[config.mk]
export PLATFORM = sky130hd
export DESIGN_NAME = stim_check_flat
export DESIGN_NICKNAME = d
export VERILOG_FILES = /design/src/rtl/stim_check_pkg.sv /design/src/rtl/stim_check_if.sv /design/src/rtl/stim_check_lfsr40.sv /design/src/rtl/stim_check.sv /design/src/flat_wrapper.sv
export SDC_FILE = /design/constraint.sdc
export NUM_CORES = 1
export LEC_CHECK = 0
export CAP_MARGIN = 20
export CORE_MARGIN = 2
export CORE_UTILIZATION = 40
export CTS_BUF_LIST = sky130_fd_sc_hd__clkbuf_16
export DETAILED_ROUTE_END_ITERATION = 10
export PLACE_DENSITY_LB_ADDON = 0.05
export SETUP_SLACK_MARGIN = 0.02
export SYNTH_ARGS = -nofsm -noshare
export SYNTH_HDL_FRONTEND = slang
export SYNTH_SLANG_ARGS = --single-unit
export TNS_END_PERCENT = 1
[constraint.sdc]
create_clock -name clk -period 5.4 [get_ports clk]
set_input_delay 1.08 -clock clk [delete_from_list [all_inputs] [get_ports clk]]
set_output_delay 1.08 -clock clk [all_outputs]
set_load 0.005 [all_outputs]
[src/rtl/stim_check_pkg.sv]
// Shared constants and types for the stim_check stimulus/scoreboard engine.
package stim_check_pkg;

  localparam int SMALL_W = 2;
  localparam int QUAD_W  = 40;
  localparam int WIDE_W  = 70;

  localparam logic [39:0] LFSR_SEED  = 40'h1;
  localparam int          LFSR_TAP_A = 39;
  localparam int          LFSR_TAP_B = 37;
  localparam int          LFSR_TAP_C = 20;
  localparam int          LFSR_TAP_D = 18;

  localparam logic [15:0] NO_ERR_IDX = 16'hFFFF;

  typedef enum logic [1:0] {
    ST_IDLE,
    ST_RUN,
    ST_DRAIN,
    ST_DONE
  } stim_state_e;

  typedef struct packed {
    logic               valid;
    logic [15:0]        idx;
    logic [SMALL_W-1:0] exp_small;
    logic [QUAD_W-1:0]  exp_quad;
    logic [WIDE_W-1:0]  exp_wide;
  } exp_entry_t;

endpackage

[src/rtl/stim_check_if.sv]
// Bundle of run control, stimulus, returned results and run status for stim_check.
interface stim_check_if;
  import stim_check_pkg::*;

  logic               start;
  logic [SMALL_W-1:0] drv_small;
  logic [QUAD_W-1:0]  drv_quad;
  logic [WIDE_W-1:0]  drv_wide;
  logic [SMALL_W-1:0] res_small;
  logic [QUAD_W-1:0]  res_quad;
  logic [WIDE_W-1:0]  res_wide;
  logic               busy;
  logic               done;
  logic               pass;
  logic [15:0]        err_count;
  logic [15:0]        first_err_idx;

  modport master (
    input  start, res_small, res_quad, res_wide,
    output drv_small, drv_quad, drv_wide,
    output busy, done, pass, err_count, first_err_idx
  );

  modport slave (
    output start, res_small, res_quad, res_wide,
    input  drv_small, drv_quad, drv_wide,
    input  busy, done, pass, err_count, first_err_idx
  );

endinterface

[src/rtl/stim_check_lfsr40.sv]
// 40-bit Fibonacci LFSR feeding the pseudo-random part of the vector sequence.
module lfsr40
  import stim_check_pkg::*;
(
  input  logic        clk,
  input  logic        reset_l,
  input  logic        load,
  input  logic        advance,
  output logic [39:0] q
);

  logic feedback;

  assign feedback = q[LFSR_TAP_A] ^ q[LFSR_TAP_B] ^ q[LFSR_TAP_C] ^ q[LFSR_TAP_D];

  // Seed on load, otherwise shift left with the tap feedback when advanced.
  always_ff @(posedge clk or negedge reset_l) begin
    if (!reset_l) begin
      q <= LFSR_SEED;
    end else if (load) begin
      q <= LFSR_SEED;
    end else if (advance) begin
      q <= {q[38:0], feedback};
    end
  end

endmodule

[src/rtl/stim_check.sv]
// Stimulus engine: drives the increment datapath, delays expected values by
// LATENCY cycles and scores the returned results.
module stim_check
  import stim_check_pkg::*;
#(
  parameter int NUM_VECTORS = 256,
  parameter int LATENCY     = 0
) (
  input logic          clk,
  input logic          reset_l,
  stim_check_if.master bus
);

  localparam logic [15:0] LAST_IDX   = 16'(NUM_VECTORS - 1);
  localparam logic [2:0]  DRAIN_LAST = 3'((LATENCY > 0) ? (LATENCY - 1) : 0);

  stim_state_e        state;
  logic [15:0]        vec_idx;
  logic [2:0]         drain_cnt;
  logic [39:0]        lfsr_q;
  logic               start_ok;
  logic               lfsr_adv;
  logic [SMALL_W-1:0] nxt_small;
  logic [QUAD_W-1:0]  nxt_quad;
  logic [WIDE_W-1:0]  nxt_wide;
  exp_entry_t         nxt_entry;
  exp_entry_t         pipe [LATENCY+1];
  exp_entry_t         chk;
  logic               mismatch;
  logic [15:0]        err_next;

  assign start_ok = bus.start && ((state == ST_IDLE) || (state == ST_DONE));
  assign lfsr_adv = (state == ST_RUN) && (vec_idx >= 16'd2);

  lfsr40 u_lfsr (
    .clk     (clk),
    .reset_l (reset_l),
    .load    (start_ok),
    .advance (lfsr_adv),
    .q       (lfsr_q)
  );

  // Pick the vector for the current index and its expected increment.
  always_comb begin
    nxt_small = '0;
    nxt_quad  = '0;
    nxt_wide  = '0;
    nxt_entry = '0;
    if (state == ST_RUN) begin
      if (vec_idx == 16'd0) begin
        nxt_small = '1;
        nxt_quad  = '1;
        nxt_wide  = '1;
      end else if (vec_idx != 16'd1) begin
        nxt_small = vec_idx[1:0];
        nxt_quad  = lfsr_q;
        nxt_wide  = {lfsr_q[29:0], lfsr_q};
      end
      nxt_entry.valid     = 1'b1;
      nxt_entry.idx       = vec_idx;
      nxt_entry.exp_small = nxt_small + 2'd1;
      nxt_entry.exp_quad  = nxt_quad + 40'd1;
      nxt_entry.exp_wide  = nxt_wide + 70'd1;
    end
  end

  assign chk      = pipe[LATENCY];
  assign mismatch = chk.valid && ((bus.res_small != chk.exp_small) ||
                                  (bus.res_quad  != chk.exp_quad)  ||
                                  (bus.res_wide  != chk.exp_wide));
  assign err_next = (mismatch && (bus.err_count != 16'hFFFF)) ?
                    (bus.err_count + 16'd1) : bus.err_count;

  // Run sequencing plus the status flags derived from it.
  always_ff @(posedge clk or negedge reset_l) begin
    if (!reset_l) begin
      state     <= ST_IDLE;
      vec_idx   <= '0;
      drain_cnt <= '0;
      bus.busy  <= 1'b0;
      bus.done  <= 1'b0;
      bus.pass  <= 1'b0;
    end else begin
      bus.busy <= (state == ST_RUN) || (state == ST_DRAIN);
      bus.done <= (state == ST_DONE) && !start_ok;
      bus.pass <= (state == ST_DONE) && !start_ok && (err_next == 16'd0);
      case (state)
        ST_IDLE, ST_DONE: begin
          if (start_ok) begin
            state   <= ST_RUN;
            vec_idx <= '0;
          end
        end
        ST_RUN: begin
          if (vec_idx == LAST_IDX) begin
            state     <= (LATENCY == 0) ? ST_DONE : ST_DRAIN;
            drain_cnt <= '0;
          end else begin
            vec_idx <= vec_idx + 16'd1;
          end
        end
        ST_DRAIN: begin
          if (drain_cnt == DRAIN_LAST) begin
            state <= ST_DONE;
          end else begin
            drain_cnt <= drain_cnt + 3'd1;
          end
        end
        default: state <= ST_IDLE;
      endcase
    end
  end

  // Register the drive buses and shift expected values toward the compare point.
  always_ff @(posedge clk or negedge reset_l) begin
    if (!reset_l) begin
      bus.drv_small <= '0;
      bus.drv_quad  <= '0;
      bus.drv_wide  <= '0;
      for (int k = 0; k <= LATENCY; k++) pipe[k] <= '0;
    end else begin
      bus.drv_small <= nxt_small;
      bus.drv_quad  <= nxt_quad;
      bus.drv_wide  <= nxt_wide;
      pipe[0]       <= nxt_entry;
      for (int k = 1; k <= LATENCY; k++) pipe[k] <= pipe[k-1];
    end
  end

  // Score each emerging vector once, remembering the first failure.
  always_ff @(posedge clk or negedge reset_l) begin
    if (!reset_l) begin
      bus.err_count     <= '0;
      bus.first_err_idx <= NO_ERR_IDX;
    end else if (start_ok) begin
      bus.err_count     <= '0;
      bus.first_err_idx <= NO_ERR_IDX;
    end else begin
      bus.err_count <= err_next;
      if (mismatch && (bus.first_err_idx == NO_ERR_IDX)) begin
        bus.first_err_idx <= chk.idx;
      end
    end
  end

endmodule

[src/flat_wrapper.sv]
// flat-port wrapper written by rule: the top's interface ports become plain ports
module stim_check_flat import stim_check_pkg::*;
#(
  parameter int NUM_VECTORS = 256,
  parameter int LATENCY     = 0
)
  (clk, reset_l, bus_start, bus_res_small, bus_res_quad, bus_res_wide, bus_drv_small, bus_drv_quad, bus_drv_wide, bus_busy, bus_done, bus_pass, bus_err_count, bus_first_err_idx);
  stim_check_if bus_i ();
  input logic clk;
  input logic reset_l;
  input wire logic [$bits(bus_i.start)-1:0] bus_start;
  input wire logic [$bits(bus_i.res_small)-1:0] bus_res_small;
  input wire logic [$bits(bus_i.res_quad)-1:0] bus_res_quad;
  input wire logic [$bits(bus_i.res_wide)-1:0] bus_res_wide;
  output wire logic [$bits(bus_i.drv_small)-1:0] bus_drv_small;
  output wire logic [$bits(bus_i.drv_quad)-1:0] bus_drv_quad;
  output wire logic [$bits(bus_i.drv_wide)-1:0] bus_drv_wide;
  output wire logic [$bits(bus_i.busy)-1:0] bus_busy;
  output wire logic [$bits(bus_i.done)-1:0] bus_done;
  output wire logic [$bits(bus_i.pass)-1:0] bus_pass;
  output wire logic [$bits(bus_i.err_count)-1:0] bus_err_count;
  output wire logic [$bits(bus_i.first_err_idx)-1:0] bus_first_err_idx;
  assign bus_i.start = bus_start;
  assign bus_i.res_small = bus_res_small;
  assign bus_i.res_quad = bus_res_quad;
  assign bus_i.res_wide = bus_res_wide;
  assign bus_drv_small = bus_i.drv_small;
  assign bus_drv_quad = bus_i.drv_quad;
  assign bus_drv_wide = bus_i.drv_wide;
  assign bus_busy = bus_i.busy;
  assign bus_done = bus_i.done;
  assign bus_pass = bus_i.pass;
  assign bus_err_count = bus_i.err_count;
  assign bus_first_err_idx = bus_i.first_err_idx;
  stim_check #(.NUM_VECTORS(NUM_VECTORS), .LATENCY(LATENCY)) u_core (.clk(clk), .reset_l(reset_l), .bus(bus_i));
endmodule
==> out/summary.txt <==
============================================================================
Post-synthesis sequential area ratio                                   48.9%
Commonest cells after routing, fill and taps aside              clkdlybuf4s50_1 (260), dfrtp_1 (210), nand2_1 (145)
Primary flip-flop cell chosen by synthesis mapping                   dfrtp_1
Maximum VDD drop                                                  0.000307 V
Relative slew margins                                                  28.5%
Total Neg Setup Slack                                                   0 ns
Number of synthesized register bits                                      227
First-pass GRT wire length                                           55.1 mm
Max-cap violations                                                         0
IO Port Bufs                                                             261
Cell count after synthesis                                              1222
Net count after synthesis                                               1348
Seq. cell area                                                   0.00570 mm2
Via-to-Cell Ratio                                                       5.16
FILL cells                                                              2671
PostCTS Resize Cnt                                                         0
Clock transition at the registers of the reported paths              0.06 ns
Final Hold Viols                                                           0
Post-synthesis average cell area                                    9.53 um2
Initial standard-cell utilization of the core                          40.6%
Diode count                                                                0
Final Skew                                                         0.0319 ns
Time the worst path needs with I/O delays and setup                  3.80 ns
P&R area growth vs syn                                                 28.4%
Number of nets in the final layout                                      1525
DIE WIDTH                                                             175 um
Run status                                                      finished clean
Worst slew pin tran                                                  1.07 ns
Total congestion overflow                                                  0
Wire length reported by the detailed router                          36.2 mm
Maximum fanout along the worst path                                       11
Synth cell types                                                          55
Wire per inst                                                        20.1 um
Number of cell rows                                                       62
Category of the worst setup path capture point                          flop
Most common library cell in the layout ignoring fill and taps   clkdlybuf4s50_1
Placed wire-length estimate after detailed placement                 26.9 mm
Total clock sinks                                                        227
Pins Over Slew Limit                                                       0
First-iteration detailed-routing DRC count                               782
Floorplan die area                                                0.0305 mm2
Initial antenna violation count                                            1
Setup-violating endpoint count in the final report                         0
Final RePlAce weighted congestion                                      0.925
Overall fraction of global-route tracks in use                         23.5%
Number of ports placed on the die boundary                               262
Die boundary height                                                   175 um
Post-synth EDFFs                                                           0
Core Region                                                       0.0287 mm2
Worst-case clock buffer depth                                              3
Post-layout utilization of the core                                    52.1%
Share of synthesized registers carrying an async set or reset           100%
RSZ-0062 raised after global routing                                      no
Cell at the root of the clock tree                                 clkbuf_16
Via count of the first global-routing pass                              8993
Detailed-router iteration count before antenna repair                      5
Footprint of the multi-input gates                               0.00517 mm2
Post-Synthesis Cell Area                                          0.0116 mm2
Clock tree from TritonCTS                                                yes
Clock buffer count from CTS                                               26
Achievable Freq                                                      263 MHz
DRC violation count after routing                                          0
Fraction of layout cells with a size suffix above 1                    5.78%
H-tree levels                                                              1
Tightest Hold Check Type                                        flop to flop
Worst skew pair latency                                              0.55 ns
Kind of critical path                                           primary input to flop
Setup bufs post-CTS                                                        0
Detailed-route via count                                                9307
Data arrival time at the worst-slack endpoint                        4.26 ns
Data required, critical path                                         5.86 ns
Yosys warns                                                                0
Period Utilization, post-route                                         70.4%
LEAKAGE                                                           0.00639 uW
Number of nets still failing antenna checks after routing                  0
Hold_buf cts                                                               0
Power density cells                                               487 mW/mm2
Largest net degree at the start of global routing                        104
Element type at the critical path start                         primary input
============================================================================
[layout make-up]
cell class / instances / share of cell area (%)
tap: 384 / 3.21
sequential: 227 / 38.1
clock inverter: 22 / 1.12
clock buffer: 26 / 4.35
multi-input combinational: 855 / 34.6
inverter: 16 / 0.401
timing repair buffer: 273 / 18.2
[per-stage QoR]
step | hold slack [ns] | power (uW) | setup slack (ns) | instances | cell area [um2]
after floorplan | 0.459 | 4230 | 2.14 | 1222 | 11600
after global placement | 0.467 | 5610 | 1.19 | 1754 | 14100
after detailed placement | 0.469 | 5600 | 1.08 | 1754 | 14100
after CTS | 0.483 | 7310 | 1.64 | 1802 | 14900
after global routing | 0.497 | 7700 | 1.34 | 1803 | 15000
final | 0.480 | 7280 | 1.60 | 1803 | 15000
[final timing paths]
path,start,to,slack [ns],depth (start not counted)
hold / removal,u_core.chk[118],u_core.bus.first_err_idx[6],0.48,2
min in group asynchronous,reset_l,u_core.vec_idx[14],0.55,1
setup / recovery,bus_res_quad[10],u_core.bus.pass,1.60,10
hold reg to reg,u_core.chk[118],u_core.bus.first_err_idx[6],0.48,2
setup reg to reg,u_core.vec_idx[1],u_core.chk[41],1.64,10
max in group asynchronous,reset_l,u_core.bus.drv_quad[6],3.82,2
[worst max-delay path, stage by stage]
cell and delay [ns]:
clkdlybuf4s50_1 0.42, xor2_1 0.15, nor4_1 0.68, nand4_1 0.23, nor4_2 0.34, nand4_2 0.32, and3_4 0.36, a2111oi_4 0.34
a31oi_1 0.09, nor4b_2 0.22
[power breakdown]
group	internal [uW]	switching (uW)	leakage, uW
Clock	972	705	0.000430
Sequential	2100	346	0.00301
Combinational	1420	1730	0.00295
Total	4490	2780	0.00639
[logic make-up (layout without fill, tap and decap cells)]
kind of cell | count (synthesis) | in the layout | share of synthesized area (%)
compound gates | 186 | 186 | 9.08
xor+xnor | 155 | 155 | 11.7
fa+ha+maj | 11 | 11 | 1.18
buf+inv | 140 | 337 | 6.88
flops | 227 | 227 | 48.9
mux | 8 | 8 | 0.720
simple gates | 495 | 495 | 21.5
[per-layer routing]
| metal | track usage, % | wire length (um) | vias to the layer above |
|---|---|---|---|
| li1 | - | - | 4431 |
| met1 | 35.0 | 17200 | 4486 |
| met2 | 35.9 | 15900 | 342 |
| met3 | 4.09 | 2420 | 46 |
| met4 | 5.03 | 683 | 2 |
| met5 | 0 | 13 | - |
[state kept, by name, indices dropped and copies added, names as in the netlist]
name                      count
u_core.bus.busy               1
u_core.bus.done               1
u_core.bus.drv_quad          39
u_core.bus.drv_small          2
u_core.bus.drv_wide           1
u_core.bus.err_count         16
u_core.bus.first_err_idx     16
u_core.bus.pass               1
u_core.chk                   89
u_core.drain_cnt              3
u_core.state                  2
u_core.u_lfsr.q              40
u_core.vec_idx               16
[synth_stat cells (3+ instances only)]
library cell  instances  area [um2]
a21boi_0              9        67.6
a21oi_1              97         485
a31oi_1               3        18.8
and2_1               35         219
and3_1               31         194
and4_1                4        35.0
buf_2                 3        15.0
buf_4                70         526
clkbuf_1             47         176
dfrtp_1             210        5260
dfstp_2              17         447
ha_1                 11         138
inv_1                16        60.1
mux2i_1               5        50.1
nand2_1             146         548
nand2b_1              4        25.0
nand3_1              39         195
nand4_1              38         238
nor2_1               90         338
nor2b_1              40         250
nor3_1               13        65.1
nor3b_1               4        30.0
nor4_1               23         144
nor4_2                3        37.5
nor4b_1               4        35.0
o211ai_1              3        22.5
o21a_1                3        22.5
o21ai_0              41         205
o21ai_1               8        40.0
o22ai_1               6        37.5
o31a_1                3        26.3
or3_1                13        81.3
or4_1                 3        22.5
xnor2_1              63         552
xor2_1               92         806
Power figures use the tool's default switching activity.
